==> src/rtl/divider_pkg.sv <==
// divider_pkg: shared widths, state encoding and sizing helper for the divider
package divider_pkg;
  localparam int DIV_WIDTH = 16;
  typedef enum logic [1:0] {IDLE, RUN, DONE} state_t;
  function automatic int cnt_width(input int w);
    return (w > 1) ? $clog2(w) : 1;
  endfunction
  localparam int DIV_CNT_W = cnt_width(DIV_WIDTH);
endpackage

==> src/rtl/div_step.sv <==
// div_step: one restoring shift-subtract iteration on the {R,Q} pair
module div_step #(
  parameter int WIDTH = 16
) (
  input  logic [WIDTH:0]   r_i,
  input  logic [WIDTH-1:0] q_i,
  input  logic [WIDTH-1:0] d_i,
  output logic [WIDTH:0]   r_o,
  output logic [WIDTH-1:0] q_o
);
  logic [2*WIDTH:0] s;
  logic [WIDTH:0]   t;
  // shift left, trial subtract, keep the difference only when it did not borrow
  always_comb begin
    s   = {r_i, q_i} << 1;
    t   = s[2*WIDTH:WIDTH] - {1'b0, d_i};
    r_o = t[WIDTH] ? s[2*WIDTH:WIDTH] : t;
    q_o = s[WIDTH-1:0] | WIDTH'(!t[WIDTH]);
  end
endmodule

==> src/rtl/divider.sv <==
// divider: sequential restoring divider, 2*WIDTH/WIDTH -> WIDTH quotient and remainder
module divider
  import divider_pkg::*;
#(
  parameter int WIDTH = DIV_WIDTH
) (
  input  logic               clk,
  input  logic               rst,
  input  logic               start,
  input  logic [2*WIDTH-1:0] dividend,
  input  logic [WIDTH-1:0]   divisor,
  output logic               busy,
  output logic               done,
  output logic [WIDTH-1:0]   quotient,
  output logic [WIDTH-1:0]   remainder,
  output logic               div_by_zero,
  output logic               overflow
);
  localparam int CW = cnt_width(WIDTH);
  state_t           state_q;
  logic [CW-1:0]    cnt_q;
  logic [WIDTH:0]   r_q, r_d;
  logic [WIDTH-1:0] q_q, q_d, dvs_q, quo_q, rem_q;
  logic             pdbz_q, povf_q, busy_q, done_q, dbz_q, ovf_q;
  logic             dz, ov;
  assign dz = (divisor == '0);
  assign ov = !dz && (dividend[2*WIDTH-1:WIDTH] >= divisor);
  div_step #(.WIDTH(WIDTH)) u_step (
    .r_i(r_q),
    .q_i(q_q),
    .d_i(dvs_q),
    .r_o(r_d),
    .q_o(q_d)
  );
  // control FSM; error cases take one pass through RUN so they complete after one edge
  always_ff @(posedge clk or negedge rst) begin
    if (!rst) begin
      state_q <= IDLE;
      cnt_q   <= '0;
      r_q     <= '0;
      q_q     <= '0;
      dvs_q   <= '0;
      pdbz_q  <= 1'b0;
      povf_q  <= 1'b0;
      busy_q  <= 1'b0;
      done_q  <= 1'b0;
      quo_q   <= '0;
      rem_q   <= '0;
      dbz_q   <= 1'b0;
      ovf_q   <= 1'b0;
    end else begin
      case (state_q)
        IDLE: if (start) begin
          dvs_q   <= divisor;
          dbz_q   <= 1'b0;
          ovf_q   <= 1'b0;
          pdbz_q  <= dz;
          povf_q  <= ov;
          cnt_q   <= '0;
          busy_q  <= 1'b1;
          r_q     <= dz ? {1'b0, dividend[WIDTH-1:0]} : ov ? '0 : {1'b0, dividend[2*WIDTH-1:WIDTH]};
          q_q     <= (dz || ov) ? '1 : dividend[WIDTH-1:0];
          state_q <= RUN;
        end
        RUN: if (pdbz_q || povf_q) begin
          quo_q   <= q_q;
          rem_q   <= r_q[WIDTH-1:0];
          dbz_q   <= pdbz_q;
          ovf_q   <= povf_q;
          done_q  <= 1'b1;
          state_q <= DONE;
        end else begin
          r_q   <= r_d;
          q_q   <= q_d;
          cnt_q <= cnt_q + 1'b1;
          if (cnt_q == CW'(WIDTH - 1)) begin
            quo_q   <= q_d;
            rem_q   <= r_d[WIDTH-1:0];
            done_q  <= 1'b1;
            state_q <= DONE;
          end
        end
        DONE: begin
          done_q  <= 1'b0;
          busy_q  <= 1'b0;
          state_q <= IDLE;
        end
        default: state_q <= IDLE;
      endcase
    end
  end
  assign busy        = busy_q;
  assign done        = done_q;
  assign quotient    = quo_q;
  assign remainder   = rem_q;
  assign div_by_zero = dbz_q;
  assign overflow    = ovf_q;
endmodule
==> config.mk <==
export PLATFORM = sky130hd
export DESIGN_NAME = divider
export DESIGN_NICKNAME = d
export VERILOG_FILES = /design/src/rtl/divider_pkg.sv /design/src/rtl/div_step.sv /design/src/rtl/divider.sv
export SDC_FILE = /design/constraint.sdc
export NUM_CORES = 1
export LEC_CHECK = 0
export ABC_AREA = 0
export CORE_ASPECT_RATIO = 0.5
export CORE_MARGIN = 8
export CORE_UTILIZATION = 40
export DETAILED_ROUTE_END_ITERATION = 10
export GPL_TIMING_DRIVEN = 0
export PLACE_DENSITY = 0.75
export SKIP_CTS_REPAIR_TIMING = 1
export SYNTH_ARGS = -nofsm -noshare
export SYNTH_HDL_FRONTEND = slang
export SYNTH_SLANG_ARGS = --single-unit
==> constraint.sdc <==
create_clock -name clk -period 3.05 [get_ports clk]
set_input_delay 0.61 -clock clk [delete_from_list [all_inputs] [get_ports clk]]
set_output_delay 0.61 -clock clk [all_outputs]
set_load 0.005 [all_outputs]
==> impl_metrics.tcl <==
set metrics [dict create \
    worst_setup_path_end_kind "flop" \
    min_period_ns 3.16 \
    fp.dieArea_um2 17200 \
    timing.rr.start "q_q[15]" \
    cts.root.buffer_cell "sky130_fd_sc_hd__clkbuf_16" \
    largest_fanout_on_the_critical_path 10 \
    floorplan.die.width_um 178 \
    count_of_mapped_cells_out_of_synthesis 576 \
    postSynthAreaPerCell_um2 9.10 \
    post-route-period-util 1.04 \
    path_clk_slew_ns 0.07 \
    clockBufferDepth 2 \
    setup_ws_ns -0.114 \
    diodes_inserted 0 \
    layout.area.seq_um2 2300 \
    drt.antenna.violating_nets 0 \
    maxCapViolations 0 \
    post_synthesis_net_count 661 \
    overflow 0 \
    synth_cell_type_count 50 \
    power.ir.vdd_worst_uv 579 \
    first_pass_grt_wire_length_um 25800 \
    synth-seq-cells 92 \
    gp_congestion 0.910 \
    finish.utilization 0.549 \
    ys_warn_count 0 \
    final-hold-violation-count 0 \
    edff_count_synth 0 \
    muxShareOfSynthArea 0.0318 \
    worst_skew_pair.late_latency_ns 0.35 \
    routed_wl_um 16900 \
    detailedRoute.firstIterationViolations 717 \
    crit_buf_inv 3 \
    post_drt_via_cell_ratio 5.76 \
    synth_area_um2 5240 \
    xor_xnor_fraction_of_synth_area 0.0282 \
    vias 4963 \
    powerDensity_nw_per_um2 1370 \
    cts_tree "built" \
    cts-htree-levels 3 \
    post-route-drc-count 0 \
    outcome "complete, but fails checks" \
    worstSetupPathType "flop to flop" \
    worst_r2r_path_depth 12 \
    dominantRegCellSynth "sky130_fd_sc_hd__dfrtp_1" \
    num_io_pins 87 \
    finalNetCount 772 \
    register_to_register_path_setup_slack_ns -0.11 \
    gr-usage-all-layers 0.188 \
    top_family_by_delay_on_critical_path "compound AO/OA/AOI/OAI gates" \
    critPathArrivalTime_ns 3.38 \
    cts_sinks 92 \
    violations "negative setup slack" \
    min-delay-path-class "input port to async pin" \
    via_count_of_the_first_global_routing_pass 4731 \
    setup_viol 28 \
    tritoncts.num_buffers 9 \
    maximum_number_of_pins_on_one_net_before_global_route_repair 54 \
    power_total_w 0.00958 \
    crit_path_cell_trace "inv_2, ha_4, inv_4, fa_2, a211oi_2, o211a_1, o311ai_4, a311o_2, xor2_4, buf_8, mux2i_1, o21ai_0" \
    final_max_slew_viol_count 0 \
    timing.max_slew.rel_slack 0.488 \
    firstDrtPassIters 7 \
    combined_area_of_the_multi_input_logic_cells_um2 2860 \
    antenna_found_initial 0 \
    r2r_end "r_q[9]" \
    placement.io_buffers 86 \
    synthArstFlopShare 1.00 \
    start_kind "flop" \
    start_util 0.411 \
    main_combinational_cell_family_by_area_after_synthesis "compound AO/OA/AOI/OAI gates" \
    die-height_um 96.9 \
    worst_slack_after_detailed_placement_ns -0.709 \
    synth-compound-area-share 0.236 \
    worst_margin_pin_slew_ns 0.763 \
    timing.critical_path.slowest_stage_cell "sky130_fd_sc_hd__dfrtp_1" \
    drive_gt1_frac 0.0970 \
    post_synth_fa_ha_maj_area_fraction 0.0826 \
    clock-skew-final_ns 0.00730 \
    synthToLayoutAreaGrowth_pct 33.4 \
    filler_cell_count 1080 \
    fmax_mhz 316 \
    place_hpwl_um 12600 \
    fp.coreArea_um2 12700 \
    p_leak_nw 3.11 \
    synth.yosys.seq_area_share 0.439 \
    rsz0062_at_grt "yes" \
    drt-wirelength-per-cell_um 19.7 \
    worst_path_largest_cell_delay_ns 0.40 \
    critPathRequiredTime_ns 3.27 \
    std_cell_rows 29 \
    synth-simple-area-share 0.132 \
]
==> metal layers <==
metal | global-route usage | vias up | routed length (um)
li1 | - | 2314 | -
met2 | 0.288 | 259 | 7710
met1 | 0.249 | 2346 | 7080
met3 | 0.0454 | 44 | 1730
met4 | 0.0809 | 0 | 428
met5 | 0 | - | 0
==> worst reg2reg max path, cell delays in order, from the launching register on <==
cell	delay, ns
sky130_fd_sc_hd__dfrtp_1	0.40
sky130_fd_sc_hd__inv_2	0.10
sky130_fd_sc_hd__ha_4	0.17
sky130_fd_sc_hd__inv_4	0.04
sky130_fd_sc_hd__fa_2	0.36
sky130_fd_sc_hd__a211oi_2	0.23
sky130_fd_sc_hd__o211a_1	0.26
sky130_fd_sc_hd__o311ai_4	0.11
sky130_fd_sc_hd__a311o_2	0.40
sky130_fd_sc_hd__xor2_4	0.29
sky130_fd_sc_hd__buf_8	0.21
sky130_fd_sc_hd__mux2i_1	0.34
sky130_fd_sc_hd__o21ai_0	0.13
==> power breakdown <==
part           internal (W)  leakage (nW)  total, W  switching, W
clock              0.000725         0.154   0.00124      0.000511
combinational       0.00287          1.89   0.00608       0.00321
sequential          0.00178          1.07   0.00226      0.000478
total               0.00538          3.11   0.00958       0.00420
==> area by class of cell <==
type | instances | area share
clock inverter | 6 | 0.0138
multi-input combinational | 417 | 0.410
buffer | 27 | 0.0184
inverter | 39 | 0.0213
sequential | 92 | 0.329
tap | 170 | 0.0304
clock buffer | 9 | 0.0322
timing repair buffer | 101 | 0.145
==> registers in the layout (all words and copies together), names as in the netlist <==
name         flops
dvs_q           16
q_q             16
quotient        16
r_q             16
remainder       16
cnt_q            4
state_q          2
busy             1
div_by_zero      1
done             1
overflow         1
pdbz_q           1
povf_q           1
==> worst max path at each step <==
stage	startpoint	endpoint	slack, ns	cells past startpoint
final	q_q[15]	r_q[9]	-0.11	12
after global routing	q_q[15]	remainder[6]	-0.19	12
after CTS	q_q[15]	remainder[12]	-0.47	13
after detailed placement	divisor[0]	r_q[3]	-0.71	11
after global placement	rst	quotient[12]	-1.99	1
after floorplan	q_q[15]	remainder[12]	0.07	13
==> synth_stat cells, types with 2 or more instances <==
cell                        n  area (um2)
sky130_fd_sc_hd__clkbuf_1  25        93.8
sky130_fd_sc_hd__nand2b_1   3        18.8
sky130_fd_sc_hd__o21a_1     3        22.5
sky130_fd_sc_hd__xor2_1     7        61.3
sky130_fd_sc_hd__nor2_1    58         218
sky130_fd_sc_hd__o21ai_1    5        25.0
sky130_fd_sc_hd__o21bai_1   2        15.0
sky130_fd_sc_hd__nand2_1   65         244
sky130_fd_sc_hd__nand4_1    5        31.3
sky130_fd_sc_hd__o21ai_0   44         220
sky130_fd_sc_hd__nor4_1     4        25.0
sky130_fd_sc_hd__o211ai_1   2        15.0
sky130_fd_sc_hd__nand3_1    4        20.0
sky130_fd_sc_hd__or2_2      2        12.5
sky130_fd_sc_hd__nor2b_1    4        25.0
sky130_fd_sc_hd__inv_1     39         146
sky130_fd_sc_hd__a21oi_1   47         235
sky130_fd_sc_hd__ha_1      33         413
sky130_fd_sc_hd__and3_1     5        31.3
sky130_fd_sc_hd__and2_1     2        12.5
sky130_fd_sc_hd__o22ai_1   26         163
sky130_fd_sc_hd__a31oi_1   18         113
sky130_fd_sc_hd__xnor2_1    8        70.1
sky130_fd_sc_hd__nor3_1     2        10.0
sky130_fd_sc_hd__a22o_1     4        35.0
sky130_fd_sc_hd__mux2i_1   14         140
sky130_fd_sc_hd__a222oi_1  16         160
sky130_fd_sc_hd__a21o_1    16         120
sky130_fd_sc_hd__dfrtp_1   92        2300
==> cell families (layout without fill, tap and decap cells) <==
kind of cell | Yosys count | after routing
compound gates | 193 | 193
mux | 16 | 16
fa+ha+maj | 34 | 34
simple gates | 158 | 158
buf+inv | 67 | 182
flops | 92 | 92
xor+xnor | 16 | 16
==> placed cells by master, fill, tap and decap left out, drive strengths merged, types with 4 or more instances in the layout <==
cell,instances
a31oi,18
a22o,4
inv,42
a21oi,47
clkdlybuf4s50,85
a222oi,16
dfrtp,92
a21o,16
buf,18
ha,33
nor4,4
nor2b,4
mux2i,14
clkbuf,34
xor2,8
xnor2,8
nand3,4
nor2,58
nand2,65
o22ai,26
and3,5
nand4,5
o21ai,49
==> stage by stage <==
step                instances  hold slack, ns  setup TNS [ns]  cell area (um2)
finish                    861           0.296           -1.47             6990
detailed placement        833           0.463          -21.40             6330
global placement          832           0.466         -203.73             6310
floorplan                 576           0.314               0             5240
CTS                       848           0.320          -13.52             6650
global route              861           0.361           -3.91             6990
(Power assumes the default switching activity.)
